$ cat config.mk
export PLATFORM = sky130hd
export DESIGN_NAME = fsm_seq_gen
export DESIGN_NICKNAME = d
export VERILOG_FILES = /design/src/rtl/fsm_seq_pkg.sv /design/src/rtl/fsm_seq_gen_sat_counter.sv /design/src/rtl/fsm_seq_gen.sv
export SDC_FILE = /design/constraint.sdc
export NUM_CORES = 1
export LEC_CHECK = 0
export ABC_AREA = 0
export CAP_MARGIN = 20
export CELL_PAD_IN_SITES_DETAIL_PLACEMENT = 1
export CELL_PAD_IN_SITES_GLOBAL_PLACEMENT = 1
export CORE_MARGIN = 10
export CORE_UTILIZATION = 40
export DETAILED_ROUTE_END_ITERATION = 16
export PLACE_DENSITY = 0.82
export REMOVE_ABC_BUFFERS = 1
export SLEW_MARGIN = 10
export SYNTH_ARGS = -nofsm -noshare
export SYNTH_HDL_FRONTEND = slang
export SYNTH_HIERARCHICAL = 1
export SYNTH_SLANG_ARGS = --single-unit
export TNS_END_PERCENT = 5
$ cat constraint.sdc
create_clock -name clk -period 3.7 [get_ports clk]
set_clock_uncertainty 0.05 [all_clocks]
set_input_delay 0.925 -clock clk [delete_from_list [all_inputs] [get_ports clk]]
set_output_delay 0.925 -clock clk [all_outputs]
set_load 0.02 [all_outputs]
$ cat src/rtl/fsm_seq_pkg.sv
// Shared types for the programmable sequencer: stepping modes and direction states.
package fsm_seq_pkg;

  typedef enum logic [1:0] {
    MODE_UP       = 2'b00,
    MODE_DOWN     = 2'b01,
    MODE_PINGPONG = 2'b10,
    MODE_HOLD     = 2'b11
  } mode_e;

  typedef enum logic {
    DIR_DOWN = 1'b0,
    DIR_UP   = 1'b1
  } dir_e;

endpackage

$ cat src/rtl/fsm_seq_gen_sat_counter.sv
// Saturating event counter: counts inc pulses, sticks at all-ones, cleared synchronously.
module sat_counter #(
  parameter int unsigned CYC_W = 8
) (
  input  logic             clk,
  input  logic             rst,
  input  logic             clr,
  input  logic             inc,
  output logic [CYC_W-1:0] cnt
);

  always_ff @(posedge clk or negedge rst) begin
    if (!rst) begin
      cnt <= '0;
    end else if (clr) begin
      cnt <= '0;
    end else if (inc && (cnt != {CYC_W{1'b1}})) begin
      cnt <= cnt + CYC_W'(1);
    end
  end

endmodule

$ cat src/rtl/fsm_seq_gen.sv
// Programmable sequencer: steps fout through 0..MODULUS-1 in up/down/ping-pong/hold modes,
// with clear, clamped parallel load, terminal-count strobe and completed-cycle count.
module fsm_seq_gen
  import fsm_seq_pkg::*;
#(
  parameter int unsigned WIDTH   = 3,
  parameter int unsigned MODULUS = 6,
  parameter int unsigned CYC_W   = 8
) (
  input  logic             clk,
  input  logic             rst,
  input  logic             en,
  input  logic             clr,
  input  logic             load,
  input  logic [WIDTH-1:0] load_val,
  input  logic [1:0]       mode,
  output logic [WIDTH-1:0] fout,
  output logic             dir,
  output logic             tc,
  output logic             load_err,
  output logic [CYC_W-1:0] cyc_cnt
);

  if ((MODULUS < 2) || (MODULUS > (2 ** WIDTH))) begin : g_bad_modulus
    $error("fsm_seq_gen: MODULUS must satisfy 2 <= MODULUS <= 2**WIDTH");
  end

  localparam logic [WIDTH-1:0] FMAX = WIDTH'(MODULUS - 1);
  localparam logic [WIDTH-1:0] ONE  = WIDTH'(1);

  logic [WIDTH-1:0] fout_q, fout_d;
  dir_e             dir_q, dir_d;
  logic             load_err_q, load_err_d;
  mode_e            mode_c;
  logic             step_c, term_c, cyc_inc_c, clamp_c;

  assign mode_c  = mode_e'(mode);
  assign step_c  = en && !clr && !load && (mode_c != MODE_HOLD);
  assign clamp_c = (32'(load_val) >= 32'(MODULUS));

  // Terminal value for the active mode; ping-pong ends depend on the travel direction.
  always_comb begin
    term_c = 1'b0;
    case (mode_c)
      MODE_UP:       term_c = (fout_q == FMAX);
      MODE_DOWN:     term_c = (fout_q == '0);
      MODE_PINGPONG: term_c = ((dir_q == DIR_UP) && (fout_q == FMAX)) ||
                              ((dir_q == DIR_DOWN) && (fout_q == '0));
      default:       term_c = 1'b0;
    endcase
  end

  assign tc = step_c && term_c;
  // Ping-pong completes a cycle only at the lower turnaround.
  assign cyc_inc_c = tc && !((mode_c == MODE_PINGPONG) && (dir_q == DIR_UP));

  always_ff @(posedge clk or negedge rst) begin
    if (!rst) begin
      fout_q     <= '0;
      dir_q      <= DIR_UP;
      load_err_q <= 1'b0;
    end else begin
      fout_q     <= fout_d;
      dir_q      <= dir_d;
      load_err_q <= load_err_d;
    end
  end

  always_comb begin
    fout_d     = fout_q;
    dir_d      = dir_q;
    load_err_d = 1'b0;
    if (clr) begin
      fout_d = '0;
      dir_d  = DIR_UP;
    end else if (load) begin
      if (clamp_c) begin
        fout_d     = FMAX;
        load_err_d = 1'b1;
      end else begin
        fout_d = load_val;
      end
    end else if (step_c) begin
      case (mode_c)
        MODE_UP: begin
          dir_d  = DIR_UP;
          fout_d = (fout_q >= FMAX) ? '0 : fout_q + ONE;
        end
        MODE_DOWN: begin
          dir_d = DIR_DOWN;
          if (fout_q == '0)      fout_d = FMAX;
          else if (fout_q > FMAX) fout_d = '0;
          else                    fout_d = fout_q - ONE;
        end
        MODE_PINGPONG: begin
          if (fout_q > FMAX) begin
            fout_d = '0;
          end else if (dir_q == DIR_UP) begin
            if (fout_q == FMAX) begin
              fout_d = FMAX - ONE;
              dir_d  = DIR_DOWN;
            end else begin
              fout_d = fout_q + ONE;
            end
          end else begin
            if (fout_q == '0) begin
              fout_d = ONE;
              dir_d  = DIR_UP;
            end else begin
              fout_d = fout_q - ONE;
            end
          end
        end
        default: begin
          fout_d = '0;
          dir_d  = DIR_UP;
        end
      endcase
    end
  end

  sat_counter #(.CYC_W(CYC_W)) u_cyc (
    .clk (clk),
    .rst (rst),
    .clr (clr),
    .inc (cyc_inc_c),
    .cnt (cyc_cnt)
  );

  assign fout     = fout_q;
  assign dir      = dir_q;
  assign load_err = load_err_q;

endmodule
==> flow_metrics.py, run 1 <==
metrics = {
    "place": {
        "gp_congestion": 0.832,
        "hpwlAfterDp_mm": 2.54,
        "io_buffers": 23,
    },
    "logic_synthesis": {
        "synth-seq-area-share": 0.287,
        "synthTopCellsByArea": "dfrtp_1 (26%), a21oi_1 (5.7%), ha_1 (5.5%)",
        "ys.flop_type": "dfrtp_1",
        "synth_top_area_share": 0.264,
        "synth_warnings": 6,
        "yosysTopAreaCell": "dfrtp_1",
        "synth_area_sq_um": 1140,
        "async_reset_ff_frac": 1.00,
        "yosys_register_bits": 13,
        "synth_edf_count": 0,
        "synthCells": 132,
        "syn_avg_cell_area_sq_um": 8.63,
        "yosysUniqueCellTypes": 49,
    },
    "drt": {
        "highest_layer": "met4",
        "routed_wl_mm": 3.21,
        "drtIter0Drc": 75,
        "drc": 0,
        "num_vias": 1101,
        "wl_met1_mm": 1.53,
        "wl_per_cell_microns": 17.0,
        "met2_length_mm": 1.51,
        "via_per_inst": 5.83,
        "met3_length_microns": 150,
        "ant_nets": 0,
        "drt_first_pass_iters": 4,
    },
    "power_and_ir_drop": {
        "power_density_nw_per_um2": 237,
        "power_frac_clock": 0.267,
        "switching_share": 0.316,
        "switching_power_mw": 0.107,
        "intPower_mw": 0.231,
        "p_total_mw": 0.337,
        "vdd_drop_max_uv": 230,
        "p_leak_nw": 0.549,
        "p_seq_frac": 0.455,
        "power_frac_comb": 0.278,
    },
    "timing": {
        "period_share": 0.940,
        "slew_headroom": 0.605,
        "setup_viol": 0,
        "fmax_ghz": 0.287,
        "rsz0062_at_grt": "no",
        "slew_viol_final": 0,
        "hold_viol_final": 0,
        "period_needed_ns": 3.48,
        "tightest_slew_ns": 0.591,
        "tns_ns": 0,
    },
    "die": {
        "core-area_sq_um": 2730,
        "die-area_sq_um": 5380,
        "die_x_microns": 73.4,
        "fp.dieH_microns": 73.4,
        "rows": 19,
        "io_pins": 24,
        "initial_core_util": 0.416,
    },
    "final_layout": {
        "regArea_sq_um": 327,
        "multiInputGateArea_sq_um": 746,
        "nets": 174,
        "antenna_cells": 0,
        "mostFrequentLayoutCells": "clkdlybuf4s50_1 (23), a21oi_1 (13), nor2_1 (12), dfrtp_1 (12), nand2b_1 (10)",
        "drive_gt1_frac": 0.152,
        "final_common_cell": "clkdlybuf4s50_1",
        "syn2layout_area_growth_pct": 25.1,
        "fillers": 336,
    },
    "setup_path": {
        "critical-path-slowest-cell": "clkdlybuf4s50_1",
        "cp_data_required_time_ns": 2.72,
        "r2r-start": "fout[0]",
        "start_kind": "input port",
        "crit_arrival_ns": 2.50,
        "r2r-end": "u_cyc/cnt[5]",
        "worstSetupEndpointType": "output pin",
        "timing.critical_path.mode_cell": "clkdlybuf4s50_1",
        "worstPathMaxFanout": 8,
        "rrSetupSlack_ns": 1.08,
        "slowest_delay_ns": 0.61,
        "path_class": "input port to output pin",
        "r2r_cells": 11,
        "path_cells": "clkdlybuf4s50_1 > a21boi_1 > nand2_2 > nor2_1 > clkdlybuf4s50_1",
    },
    "clock_network": {
        "cts_root_buf": "clkbuf_4",
        "cts_sinks": 13,
        "cts_buffer_depth": 2,
        "clk_pin_slew_worst_paths_ns": 0.08,
        "numCtsBuffers": 3,
        "clk_latency_ns": 0.28,
        "tritoncts": "yes",
        "htreeDepth": 1,
    },
    "outcome": {
        "status": "finished clean",
    },
    "global_route": {
        "track_usage": 0.120,
        "grt_pass1_vias": 1095,
        "grt_max_degree": 15,
        "overflow": 0,
        "antenna_found_initial": 0,
        "grt_pass1_wl_mm": 5.32,
    },
    "flow_run": {
        "drv_cap": 0,
    },
    "hold_path": {
        "hold_class": "flip-flop to flip-flop",
        "whs_path_depth": 2,
        "hp-start": "u_cyc/cnt[7]",
        "min_to": "u_cyc/cnt[7]",
    },
}
worst max-delay path by stage:
| stage | startpoint | to | slack, ns | cells after the start |
|---|---|---|---|---|
| after detailed placement | mode[0] | tc | 0.20 | 5 |
| after global placement | mode[0] | tc | 0.26 | 5 |
| after floorplan | fout[0] | tc | 1.02 | 7 |
| after global routing | fout[0] | tc | 0.08 | 8 |
| after CTS | fout[0] | tc | 0.19 | 8 |
| final | mode[0] | tc | 0.22 | 5 |
logic make-up (layout without fill, tap and decap cells):
family                   Yosys count  after routing  synth area share
AO/OA/AOI/OAI                     39             39             0.243
adder cells (fa/ha/maj)            5              5            0.0549
multiplexers                       3              3            0.0286
AND/OR/NAND/NOR                   61             61             0.326
flip-flops                        13             13             0.287
buffers and inverters             11             37            0.0604
area by class of cell:
| class | count | share of cell area |
|---|---|---|
| timing repair buffer | 28 | 0.188 |
| multi-input combinational | 108 | 0.524 |
| clock buffer | 4 | 0.0185 |
| inverter | 5 | 0.0132 |
| tap | 31 | 0.0272 |
| sequential | 13 | 0.229 |
synth_stat cells (2+ instances only):
master    count
dfrtp_1      12
o32a_1        2
o31ai_1       2
a21boi_1      2
buf_6         3
a21oi_1      13
nor2b_1       4
nor2_1       12
ha_1          5
nand2_1       9
mux2_2        2
nor3_1        6
o21ai_0       3
o22ai_1       2
and3_1        2
nand2b_1     10
inv_1         5
a31oi_1       3
nand3_1       4
a221oi_2      2
state kept, by name (all words and copies together) (netlist names):
signal and cells:
dir 1, fout 3, load_err 1, u_cyc/cnt 8
stage by stage:
stage                     instances  worst slack (ns)  utilization  hold WS, ns  area [sq um]
after floorplan                 126              1.02            -        0.579          1090
after global placement          185             0.260        0.510        0.518          1400
after detailed placement        185             0.199        0.510        0.548          1400
after CTS                       189             0.192        0.520        0.559          1420
after global routing            189            0.0807        0.521        0.596          1420
final                           189             0.221        0.521        0.548          1420
metal layers:
| metal | up-vias | GRT usage |
|---|---|---|
| met5 | - | 0 |
| met4 | 0 | 0.0290 |
| met3 | 2 | 0.0336 |
| met2 | 16 | 0.189 |
| met1 | 545 | 0.158 |
| li1 | 538 | - |
what timing repair did:
action,CTS,global route
hold buffers,0,0
hold endpoints to repair,0,0
gates resized for setup,0,1
setup endpoints to repair,0,1
setup buffers,0,0
power groups by stage:
stage / clock network (mW) / logic, mW / registers (mW)
after detailed placement: 0 / 0.0924 / 0.156
after global routing: 0.103 / 0.102 / 0.155
after floorplan: 0 / 0.0503 / 0.158
final: 0.0899 / 0.0938 / 0.154
after global placement: 0 / 0.0901 / 0.156
after CTS: 0.0917 / 0.0930 / 0.154
critical path, delay by kind of cell:
kind	cells	cell delay [ns]
and+or+nand+nor	2	0.20
AOI/OAI and AO/OA	1	0.25
buffers and inverters	2	1.14
Power figures use the tool's default switching activity.
==> inputs of run 2 (changes only) <==
Settings changed: CTS_CLUSTER_DIAMETER from default to 80.
==> results of run 2 <==
The final DEF is identical to that of run 1; final timing and power are the same.
